### config.mk
export PLATFORM = sky130hd
export DESIGN_NAME = prog_loader
export DESIGN_NICKNAME = d
export VERILOG_FILES = /design/src/rtl/prog_loader.sv
export SDC_FILE = /design/constraint.sdc
export NUM_CORES = 1
export LEC_CHECK = 0
export ABC_AREA = 1
export CAP_MARGIN = 25
export CORE_MARGIN = 2
export CORE_UTILIZATION = 48
export DETAILED_ROUTE_END_ITERATION = 12
export PLACE_DENSITY = 0.77
export SYNTH_ARGS = -nofsm -noshare
export SYNTH_HDL_FRONTEND = slang
export SYNTH_SLANG_ARGS = --single-unit
### constraint.sdc
create_clock -name clk -period 4.32 [get_ports clk]
set_input_delay 0.864 -clock clk [delete_from_list [all_inputs] [get_ports clk]]
set_output_delay 0.864 -clock clk [all_outputs]
set_load 0.05 [all_outputs]
### src/rtl/prog_loader.sv
// prog_loader: debounced keypad loader that writes 32-bit words into instruction memory
module prog_loader #(
  parameter int DEBOUNCE_CYCLES = 500000,
  parameter int ADDR_W = 8
) (
  input  logic              clk,
  input  logic              reset,
  input  logic              load_en,
  input  logic              key_digit,
  input  logic              key_write,
  input  logic [3:0]        sw_nibble,
  input  logic              wr_ack,
  output logic              wr_en,
  output logic [ADDR_W-1:0] wr_addr,
  output logic [31:0]       wr_data,
  output logic [31:0]       shadow_word,
  output logic [3:0]        digit_count,
  output logic              err,
  output logic              busy
);
  localparam int CW = $clog2(DEBOUNCE_CYCLES + 1);
  typedef enum logic {ENTRY, WRITE_REQ} state_t;
  state_t state, state_n;
  logic [1:0] raw, s1, s2, stable, press;
  logic [CW-1:0] cnt [2];
  logic do_write, do_err, do_digit, done;
  assign raw = {key_write, key_digit};
  assign busy = state == WRITE_REQ;
  always_ff @(posedge clk) begin
    if (!reset) begin
      s1 <= 2'b11;
      s2 <= 2'b11;
      stable <= 2'b11;
      press <= 2'b00;
      for (int i = 0; i < 2; i++) cnt[i] <= '0;
    end else begin
      s1 <= raw;
      s2 <= s1;
      press <= 2'b00;
      for (int i = 0; i < 2; i++) begin
        if (s2[i] == stable[i]) cnt[i] <= '0;
        else if (cnt[i] == CW'(DEBOUNCE_CYCLES - 1)) begin
          stable[i] <= s2[i];
          press[i] <= !s2[i];
          cnt[i] <= '0;
        end else cnt[i] <= cnt[i] + 1'b1;
      end
    end
  end
  always_ff @(posedge clk) begin
    if (!reset) state <= ENTRY;
    else state <= state_n;
  end
  always_comb begin
    do_write = state == ENTRY && load_en && press[1] && digit_count == 4'd8;
    do_err = state == ENTRY && load_en && press[1] && digit_count != 4'd8;
    do_digit = state == ENTRY && load_en && press[0] && !press[1] && digit_count < 4'd8;
    done = state == WRITE_REQ && wr_ack;
    state_n = do_write ? WRITE_REQ : done ? ENTRY : state;
  end
  always_ff @(posedge clk) begin
    if (!reset) begin
      wr_en <= 1'b0;
      wr_addr <= '0;
      wr_data <= '0;
      shadow_word <= '0;
      digit_count <= '0;
      err <= 1'b0;
    end else begin
      if (do_digit) begin
        shadow_word <= {shadow_word[27:0], sw_nibble};
        digit_count <= digit_count + 4'd1;
        err <= 1'b0;
      end
      if (do_err) err <= 1'b1;
      if (do_write) begin
        wr_data <= shadow_word;
        wr_en <= 1'b1;
      end
      if (done) begin
        wr_en <= 1'b0;
        wr_addr <= wr_addr + 1'b1;
        shadow_word <= '0;
        digit_count <= '0;
      end
    end
  end
endmodule

# Word level (Yosys, flattened, before mapping)
# Memory sizes are Yosys's and may differ from the RTL's.
# Cells that the tools add are included.
# classes
addsub,4
order_cmp,1
eq_ne,6
muxes,33
bitwise,12
n_reduce_logical,18
# op_table
operator,n
2-to-1 mux 19 bit,6
adder 19 x 1 -> 19 bit (second input constant),2
== test 19 bit (second input constant),2
2-to-1 mux 1 bit,27
adder 8 x 1 -> 8 bit (second input constant),1
logical AND 1 bit,8
NOT 1 bit,6
bitwise OR 1 bit,6
OR reduction 3 bit,2
adder 4 x 1 -> 4 bit (second input constant),1
== test 4 bit (second input constant),1
less-than comparator 4 bit (second input constant),1
!= test 4 bit (second input constant),1
AND reduction 2 bit,2
nonzero test 2 bit,2
logical NOT 1 bit,3
== test 1 bit,2
OR reduction 2 bit,1
# word_totals
ff_bits,87
mem_bits_rw,38
in_bits,10
mem_count,1
# mem_list
name,words,width,read_ports,rd_ports_with_merged_regs,write_ports,line_no,source
cnt,2,19,2,0,2,25,logic [CW-1:0] cnt [2];

# Depth between registers and ports, before layout
# depth
depth_word,7
mapped_depth,9

# Worst setup path before layout
# OpenSTA, ideal clock, no wires.
# synth_timing
kind,input to register
start,input wr_ack
end,register wr_addr[6]
setup_time_ns,0.116
t_arrival_ns,1.629
slack_ns,2.575
cell_stages,7
n_path_buf,0
path_cell_list,nand2_1 > inv_1 > nand3_1 > nor2_1 > nand2_1 > o21ai_0 > nor2_1
# synth_between
elab_chain_cells,1
# synth_rtl
item,line_no,source
from (decl),12,"input logic wr_ack,"
logical AND 1 bit,58,done = state == WRITE_REQ && wr_ack;
to (signal assigned),82,wr_addr <= wr_addr + 1'b1;
to (decl),14,"output logic [ADDR_W-1:0] wr_addr,"
# No other way between the ends.
# A chain may end at the register's enable or synchronous reset.

# Final worst setup path
# layout_timing
start,input load_en
end,register digit_count[3]
# layout_between
elab_chain_cells,4
# layout_rtl
item,line_no,source
from (decl),8,"input logic load_en,"
logical AND 1 bit (4 in series),57,do_digit = state == ENTRY && load_en && press[0] && !press[1] && digit_count < 4'd8;
to (signal assigned),72,digit_count <= digit_count + 4'd1;
to (decl),17,"output logic [3:0] digit_count,"
# No other way between the ends.

==> out/results.tsv <==
stage	metric	value	unit
outcome	status	finished, final reports clean	
synth	synth_area	5469	sq um
global_route	overflow	0	
global_route	first_global_vias	4768	
synth	synthMuxAreaShare	0	%
place	dpl-instance-area	6570	sq um
run	max_cap_violations	0	
setup_path	critPathLaunchType	input port	
place	io_buffers	88	
sta	timing.setup.tns	0	ns
floorplan	die_area	12260	sq um
global_route	grt_start_max_net_pins	39	
cts	cts_setup_buffers	0	
power_and_ir_drop	power.density	379.1	nW/um^2
finish	antenna_cells	0	
setup_path	cp-endpoint	digit_count[3]	
global_route	grtUsageTotal	21.29	%
detailed_routing	vias	4868	
place	dpl.hpwl	8645	um
detailed_routing	first_pass_iters	5	
detailed_routing	wl_per_cell	13.28	um
setup_path	worst-path-max-fanout	38	
cts	cts_sinks	125	
cts	path_clk_slew	0.05	ns
setup_path	endpoint_kind	flop	
sta	final_max_slew_viol_count	0	
cts	clockBufferDepth	2	
min_path	holdCritPathClass	reg2reg	
finish	finalInstanceArea	7168	sq um
sta	max_freq	340.1	MHz
cts	cts_buffers	17	
detailed_routing	drc	0	
setup_path	cp.required	4.60	ns
synth	synth_edf_count	38	
detailed_routing	routed_via_density	4.998	
floorplan	die_x	110.7	um
synth	synth.largest_area_cell	dfxtp_1	
cts	worstSkewPairLatency	0.41	ns
setup_path	rr_startpoint	busy	
synth	synth_area_leaders	dfxtp_1, edfxtp_1, nand2_1, nor2_1, a21oi_1	
synth	syn_inst	697	
setup_path	cp_data_arrival_time	3.22	ns
place	place.gp.congestion	0.8852	
sta	setup-violations-final	0	
sta	period_share	68.05	%
finish	syn2layout_area_growth	31.07	%
setup_path	r2r-end	digit_count[3]	
setup_path	rrSetupSlack	1.85	ns
cts	cts_resized	0	
synth	synth_warnings	0	
synth	synth_top_family_by_area	simple AND/OR/NAND/NOR gates	
sta	finalHoldViolCount	0	
floorplan	ioPinCount	89	
synth	synth_compound_area_share	8.556	%
cts	cts_hold_buffers	0	
setup_path	r2r_cells	8	
cts	cts_max_level	4	
finish	finalNetCount	837	
synth	synthFlopType	dfxtp_1	
floorplan	std_cell_rows	38	
finish	layout_commonest_cell	nand2_1	
finish	drive_above_1_share	6.475	%
global_route	grt_antenna_before_repair	0	
detailed_routing	drt_iter0_drc	261	
synth	ys_ff_latch	125	
finish	final_cell_mix	nand2_1, nor2_1, clkdlybuf4s50_1	
synth	seq_area_frac_synth	52.71	%
sta	skew	0.006776	ns
global_route	grt_pass1_wl	21470	um
floorplan	die_h	110.7	um
sta	timing.final.crit_period	2.940	ns
synth	synthAdderAreaFrac	1.144	%
detailed_routing	drtAntennaViolNets	0	
setup_path	crit_path_start	load_en	
sta	relSlewSlack	36.57	%
synth	synth_cell_types	30	
power_and_ir_drop	leakagePower	2.865	nW
synth	syn_avg_cell_area	7.846	sq um
synth	synthArstFlopShare	0	%
power_and_ir_drop	vdd_drop_max	246.5	uV
sta	rsz0062_at_grt	false	
cts	tritoncts	yes	
floorplan	initial_core_util	49.79	%
sta	tightest_slew	0.9456	ns
cts	root_buffer	clkbuf_16	
synth	synth_xor_area_share	3.363	%
detailed_routing	wl	12940	um
floorplan	coreArea	10980	sq um
synth	synth_simple_gate_area_share	28.67	%
synth	yosys.area.top_type_share	31.85	%
setup_path	crit_type	in2reg	
metrics by stage:
stage	total power [W]	instances	utilization [%]	setup slack (ns)	hold slack, ns
final	0.002718	974	65.27	1.380	0.4120
after global routing	0.002801	974	65.27	1.171	0.4260
after global placement	0.001330	943	59.82	1.019	0.3957
after CTS	0.002732	974	65.27	1.370	0.4116
after floorplan	0.001310	734	-	2.575	0.3925
after detailed placement	0.001333	943	59.82	0.9784	0.4054
report_power, final:
group / switching (W) / leakage (nW) / internal, W
clock network: 0.000505 / 0.297 / 0.000902
registers: 0.0000181 / 1.09 / 0.00123
logic: 0.0000425 / 1.47 / 0.0000236
cells by family (layout without fill, tap and decap cells):
kind of cell,after synthesis,after routing
other,1,38
buffers and inverters,70,170
adders and majority gates,5,5
and+or+nand+nor,383,383
AOI/OAI and AO/OA,92,92
xor gates and xnor gates,21,21
DFF,125,125
worst min-delay path by stage:
stage / slack (ns) / start / to / cells past startpoint
6_report: 0.41 / s1[0] / s2[0] / 1
5_1_grt: 0.43 / s1[0] / s2[0] / 1
2_1_floorplan: 0.39 / s1[0] / s2[0] / 1
3_3_place_gp: 0.40 / s1[0] / s2[0] / 1
3_5_place_dp: 0.41 / s1[0] / s2[0] / 1
4_1_cts: 0.41 / s1[0] / s2[0] / 1
critical path, cell delays in order:
cell and delay (ns):
clkdlybuf4s50_1 0.46, nand2_2 0.13, nor2_1 0.05, nand3_1 0.07
buf_4 0.36, clkinv_1 0.85, a21oi_1 0.38, nor2_1 0.06
per-layer routing:
| metal | global-route usage, % | vias up | share of wire (%) |
|---|---|---|---|
| met2 | 35.58 | 145 | 49 |
| met5 | 0 | - | 0 |
| met1 | 24.66 | 2254 | 43 |
| met4 | 7.167 | 0 | 1.2 |
| li1 | - | 2447 | - |
| met3 | 8.967 | 22 | 7.6 |
flip-flops by register name, summed over array words and instances (netlist names):
name         cells
cnt             38
shadow_word     32
wr_data         32
wr_addr          8
digit_count      4
press            2
s1               2
s2               2
stable           2
busy             1
err              1
wr_en            1
final cells by class:
| cell class | instances | area (sq um) |
|---|---|---|
| Clock inverter | 9 | 80.08 |
| Multi-Input combinational cell | 539 | 2425 |
| Sequential cell | 125 | 2883 |
| Fill cell | 892 | 3815 |
| Timing Repair Buffer | 92 | 910.9 |
| Tap cell | 140 | 175.2 |
| Clock buffer | 22 | 518.0 |
| Inverter | 47 | 176.4 |
synthesized netlist by cell type, types with 9 or more instances:
cell type / count
nor2_1: 151
xor2_1: 14
or2_2: 10
nand3_1: 23
inv_1: 45
o21ai_0: 36
edfxtp_1: 38
nand4_1: 9
dfxtp_1: 87
nand2_1: 174
a21oi_1: 55
buf_2: 12
(Power assumes the default switching activity.)
